$ cat config.mk
export PLATFORM = sky130hd
export DESIGN_NAME = bsg_reduce_segmented_accum
export DESIGN_NICKNAME = d
export VERILOG_FILES = /design/src/rtl/bsg_reduce_pkg.sv /design/src/rtl/bsg_segment_reduce_step.sv /design/src/rtl/bsg_reduce_segmented_accum.sv
export SDC_FILE = /design/constraint.sdc
export NUM_CORES = 1
export LEC_CHECK = 0
export ABC_AREA = 1
export CAP_MARGIN = 5
export CORE_ASPECT_RATIO = 1.4
export CORE_UTILIZATION = 45
export DETAILED_ROUTE_END_ITERATION = 12
export PLACE_DENSITY = 0.81
export SLEW_MARGIN = 40
export SYNTH_ARGS = -nofsm -noshare
export SYNTH_HDL_FRONTEND = slang
export SYNTH_HIERARCHICAL = 1
export SYNTH_SLANG_ARGS = --single-unit
$ cat constraint.sdc
create_clock -name clk_i -period 1.7 [get_ports clk_i]
set_input_delay 0.17 -clock clk_i [delete_from_list [all_inputs] [get_ports clk_i]]
set_output_delay 0.17 -clock clk_i [all_outputs]
set_load 0.02 [all_outputs]
$ cat src/rtl/bsg_reduce_pkg.sv
// Shared types for the segmented reducer.
//   bsg_reduce_op_e    : reduction selected per packet
//   bsg_reduce_state_e : packet FSM states
package bsg_reduce_pkg;

    typedef enum logic [1:0] {
        e_red_xor = 2'd0,
        e_red_and = 2'd1,
        e_red_or  = 2'd2,
        e_red_nor = 2'd3
    } bsg_reduce_op_e;

    typedef enum logic [1:0] {
        e_idle  = 2'd0,
        e_accum = 2'd1,
        e_done  = 2'd2
    } bsg_reduce_state_e;

endpackage

$ cat src/rtl/bsg_segment_reduce_step.sv
// One-segment fold step (combinational).
//   data_i  : segment bits of the current beat
//   acc_i   : running accumulator bit for this segment
//   op_i    : reduction in effect for the packet
//   first_i : beat opens a packet, so the accumulator is re-seeded
//   acc_o   : accumulator bit after folding this beat
// NOR folds like OR; the inversion happens once, at the output register.
module bsg_segment_reduce_step
    import bsg_reduce_pkg::*;
#(
    parameter int segment_width_p = 4
) (
    input  logic [segment_width_p-1:0] data_i,
    input  logic                       acc_i,
    input  bsg_reduce_op_e             op_i,
    input  logic                       first_i,
    output logic                       acc_o
);

    always_comb begin
        acc_o = acc_i;
        case (op_i)
            e_red_xor: acc_o = (first_i ? 1'b0 : acc_i) ^ (^data_i);
            e_red_and: acc_o = (first_i ? 1'b1 : acc_i) & (&data_i);
            default:   acc_o = (first_i ? 1'b0 : acc_i) | (|data_i);
        endcase
    end

endmodule

$ cat src/rtl/bsg_reduce_segmented_accum.sv
// Multi-beat segmented reducer: each beat is reduced per segment and folded
// into a running accumulator; the beat flagged last produces one result.
//   clk_i, reset_n_i : clock, async active-low reset
//   v_i/ready_o      : beat handshake (data_i, op_i, last_i)
//   v_o/yumi_i       : result handshake (data_o, count_o)
// op_i is only sampled on the first beat of a packet. count_o saturates.
module bsg_reduce_segmented_accum
    import bsg_reduce_pkg::*;
#(
    parameter int segments_p      = 4,
    parameter int segment_width_p = 4,
    parameter int beats_width_p   = 8
) (
    input  logic                                  clk_i,
    input  logic                                  reset_n_i,
    input  logic                                  v_i,
    output logic                                  ready_o,
    input  logic [segments_p*segment_width_p-1:0] data_i,
    input  bsg_reduce_op_e                        op_i,
    input  logic                                  last_i,
    output logic                                  v_o,
    output logic [segments_p-1:0]                 data_o,
    output logic [beats_width_p-1:0]              count_o,
    input  logic                                  yumi_i
);

    bsg_reduce_state_e          state_r, state_n;
    bsg_reduce_op_e             op_r, op_cur;
    logic [segments_p-1:0]      acc_r, acc_n;
    logic [segments_p-1:0]      data_r;
    logic [beats_width_p-1:0]   count_r, count_n;
    logic                       accept, first;

    // ready/valid decode straight from the state register: no yumi->ready path
    assign ready_o = (state_r != e_done);
    assign v_o     = (state_r == e_done);
    assign data_o  = data_r;
    assign count_o = count_r;

    assign accept  = v_i & ready_o;
    assign first   = (state_r == e_idle);
    assign op_cur  = first ? op_i : op_r;

    for (genvar j = 0; j < segments_p; j++) begin : g_seg
        bsg_segment_reduce_step #(
            .segment_width_p(segment_width_p)
        ) u_step (
            .data_i  (data_i[j*segment_width_p +: segment_width_p]),
            .acc_i   (acc_r[j]),
            .op_i    (op_cur),
            .first_i (first),
            .acc_o   (acc_n[j])
        );
    end

    always_comb begin
        if (first)         count_n = beats_width_p'(1);
        else if (&count_r) count_n = count_r;
        else               count_n = count_r + beats_width_p'(1);
    end

    always_comb begin
        state_n = state_r;
        case (state_r)
            e_idle, e_accum: if (accept) state_n = last_i ? e_done : e_accum;
            e_done:          if (yumi_i) state_n = e_idle;
            default:         state_n = e_idle;
        endcase
    end

    always_ff @(posedge clk_i or negedge reset_n_i) begin
        if (!reset_n_i) begin
            state_r <= e_idle;
            op_r    <= e_red_xor;
            acc_r   <= '0;
            count_r <= '0;
            data_r  <= '0;
        end else begin
            state_r <= state_n;
            if (accept) begin
                op_r    <= op_cur;
                acc_r   <= acc_n;
                count_r <= count_n;
                if (last_i) data_r <= (op_cur == e_red_nor) ? ~acc_n : acc_n;
            end
        end
    end

    // yumi without a pending result is a protocol error upstream
    always @(posedge clk_i) begin
        if (reset_n_i && yumi_i) assert (v_o);
    end

endmodule

==> flow_summary.toml <==
[clock_tree]
htree_num_levels = 1
cts_root_buf = "clkbuf_8"
insertion_delay_ns = 0.27
clock_sinks = 20
cts_buffers = 3
cts_tree = "done"
cts.clk_slew.worst_paths_ns = 0.08
clk_path_buf_depth = 2

[placed_design]
numPortBuffers = 36
dpl_cell_area_um2 = 2130
place_hpwl_um = 2810
gp_congestion = 0.770
post-place-ws_ns = -0.115

[power]
leakage_nw = 1.33
p_comb_frac = 0.618
p_clk_frac = 0.120
p_seq_frac = 0.262
switching_share = 0.446
p_sw_w = 0.00140
ir_drop_uv = 711
p_int_w = 0.00174
powerDensity_nw_per_um2 = 1280

[timing]
final-hold-violation-count = 0
setup_ws_ns = 0.0275
relSlewSlack = 0.827
finalSetupViolations = 0
fmax_mhz = 598
final-max-slew-violation-count = 0
tightest_slew_ns = 0.260
rsz0062_at_grt = "true"
finalCritPeriodShare = 0.984
min_period_ns = 1.67
fin_skew_ns = 0.00494

[critical_path]
end_kind = "flip-flop"
crit_arrival_ns = 1.84
crit_fanout = 4
worstSetupPathType = "reg -> reg"
crit_required_ns = 1.87
start_kind = "flip-flop"

[detailed_routing]
drt_iter0_markers = 49
drc = 0
routedWlPerCell_um = 13.5
ant_nets = 0
num_vias = 1788
avgViaCountPerCell = 5.21
first_pass_iters = 5
routed_wl_um = 4620

[cells_and_area]
antenna-diode-count = 0
final_cell_area_um2 = 2460
utilization = 0.729
drive_gt1_frac = 0.267
fin_nets = 344
syn2layout_area_growth_pct = 54.3

[grt]
grt_pass1_vias = 1572
grt_max_degree = 21
grt_antenna_before_repair = 0
grt_use_total = 0.221
globalRoute.totalOverflow = 0
grt_pass1_wl_um = 6330

[synth]
synth-xor-area-share = 0.0220
ys_ff_latch = 20
ys_seq_area_frac = 0.314
synthAdderAreaFrac = 0.133
synthMuxAreaShare = 0
synthCells = 238
ys_types = 21
yosysWarnings = 6
syn_avg_cell_area_um2 = 6.70
synth_nets = 278
synthSimpleGateAreaFrac = 0.352
synth-compound-area-share = 0.0580
synth_area_um2 = 1600
synth_top_family_by_area = "simple AND/OR/NAND/NOR gates"

[run_status]
status = "finished clean"

[die]
rows = 25
die_h_um = 72.5
ios = 37
die-area_um2 = 3790
die_w_um = 52.3
coreArea_um2 = 3380
initial_utilization = 0.472

[flow_run]
max_cap_violations = 0

[worst_hold_path]
min_path_type = "in -> async"
==> registers in the layout, indices dropped and copies added (netlist names) <==
| register | flops |
|---|---|
| acc_r | 4 |
| count_o | 8 |
| data_o | 4 |
| op_r | 2 |
| state_r | 2 |
==> synthesized netlist by cell type <==
master / instances / share of area
a21oi_1: 4 / 0.013
a22oi_1: 1 / 0.0047
a31oi_1: 2 / 0.0078
buf_2: 1 / 0.0031
dfrtp_1: 20 / 0.31
ha_1: 17 / 0.13
inv_1: 47 / 0.11
inv_2: 3 / 0.0071
nand2_1: 72 / 0.17
nand2_2: 6 / 0.024
nand3_1: 25 / 0.078
nand3_2: 1 / 0.0063
nand4_1: 4 / 0.016
nor2_1: 15 / 0.035
nor2_2: 1 / 0.0039
o21ai_0: 9 / 0.028
o21bai_1: 1 / 0.0047
or2_0: 4 / 0.016
or2_2: 1 / 0.0039
xnor2_1: 2 / 0.011
xor2_1: 2 / 0.011
==> per-stage QoR <==
stage | total power [W] | TNS [ns] | hold slack (ns) | cells
2_1_floorplan | 0.00158 | 0 | -0.126 | 238
3_3_place_gp | 0.00213 | -0.0776 | 0.475 | 329
3_5_place_dp | 0.00218 | -0.305 | 0.478 | 329
4_1_cts | 0.00257 | -0.0212 | 0.237 | 333
5_1_grt | 0.00336 | -0.488 | 0.258 | 343
6_report | 0.00315 | 0 | 0.229 | 343
==> path summary, 6_finish.rpt <==
path                       startpoint         end  slack (ns)  cells past startpoint
max in group asynchronous   reset_n_i  state_r[1]        1.25                      2
max reg2reg                state_r[1]   data_o[3]        0.03                     14
max                        state_r[1]   data_o[3]        0.03                     14
min                         reset_n_i     op_r[1]        0.23                      2
min in group clk_i          data_o[3]   data_o[3]        0.49                      2
min reg2reg                 data_o[3]   data_o[3]        0.49                      2
==> routing by layer <==
metal  track usage  vias to the layer above  part of all wire
met4        0.0877                        0             0.022
met1         0.227                      848              0.37
met3        0.0252                       13             0.036
met5             0                        -                 0
met2         0.432                       61              0.57
li1              -                      866                 -
==> layout make-up <==
cell class              instances  area (um2)
fillers                       255         917
clock buffers                   4        55.1
inverters                      50         188
multi-input cells             168        1060
well taps                      40        50.0
flip-flops and latches         20         503
repair buffers                 61         601
==> layout by cell type, fill, tap and decap left out, types with 10 or more instances in the layout <==
| master | instances |
|---|---|
| buf_4 | 20 |
| clkdlybuf4s50_1 | 34 |
| dfrtp_1 | 18 |
| ha_1 | 17 |
| inv_1 | 38 |
| inv_2 | 12 |
| nand2_1 | 62 |
| nand2_2 | 10 |
| nand3_1 | 12 |
| nand3_2 | 14 |
| nor2_1 | 11 |
==> worst max-delay path: stages, from the launching register on <==
cell	delay [ns]
dfrtp_2	0.47
nor2_4	0.18
buf_4	0.13
buf_4	0.09
inv_1	0.04
nand2_2	0.07
inv_1	0.06
nand2_1	0.09
nand3_2	0.09
nand3_2	0.09
inv_2	0.04
nand3_2	0.06
nand2_2	0.04
nand2_1	0.05
nand2_1	0.05
==> power groups by stage <==
stage | Combinational (W) | Clock, W | Sequential [W]
floorplan | 0.000731 | 0 | 0.000852
global placement | 0.00135 | 0 | 0.000775
detailed placement | 0.00140 | 0 | 0.000776
CTS | 0.00142 | 0.000379 | 0.000771
global route | 0.00212 | 0.000398 | 0.000843
finish | 0.00194 | 0.000378 | 0.000824
==> kinds of logic (layout without fill, tap and decap cells) <==
kind of cell / count (synthesis) / in the layout
xor+xnor: 4 / 4
buf+inv: 51 / 115
simple gates: 129 / 130
fa+ha+maj: 17 / 17
compound gates: 17 / 17
flops: 20 / 20
==> repair_timing <==
action                                  in CTS  in global routing
gates resized for setup                      4                 50
setup buffers                                0                  7
cloned                                       0                  3
hold buffers                                 0                  0
pin swaps                                    0                 27
endpoints found under the setup margin       5                  8
(Power assumes the default switching activity.)
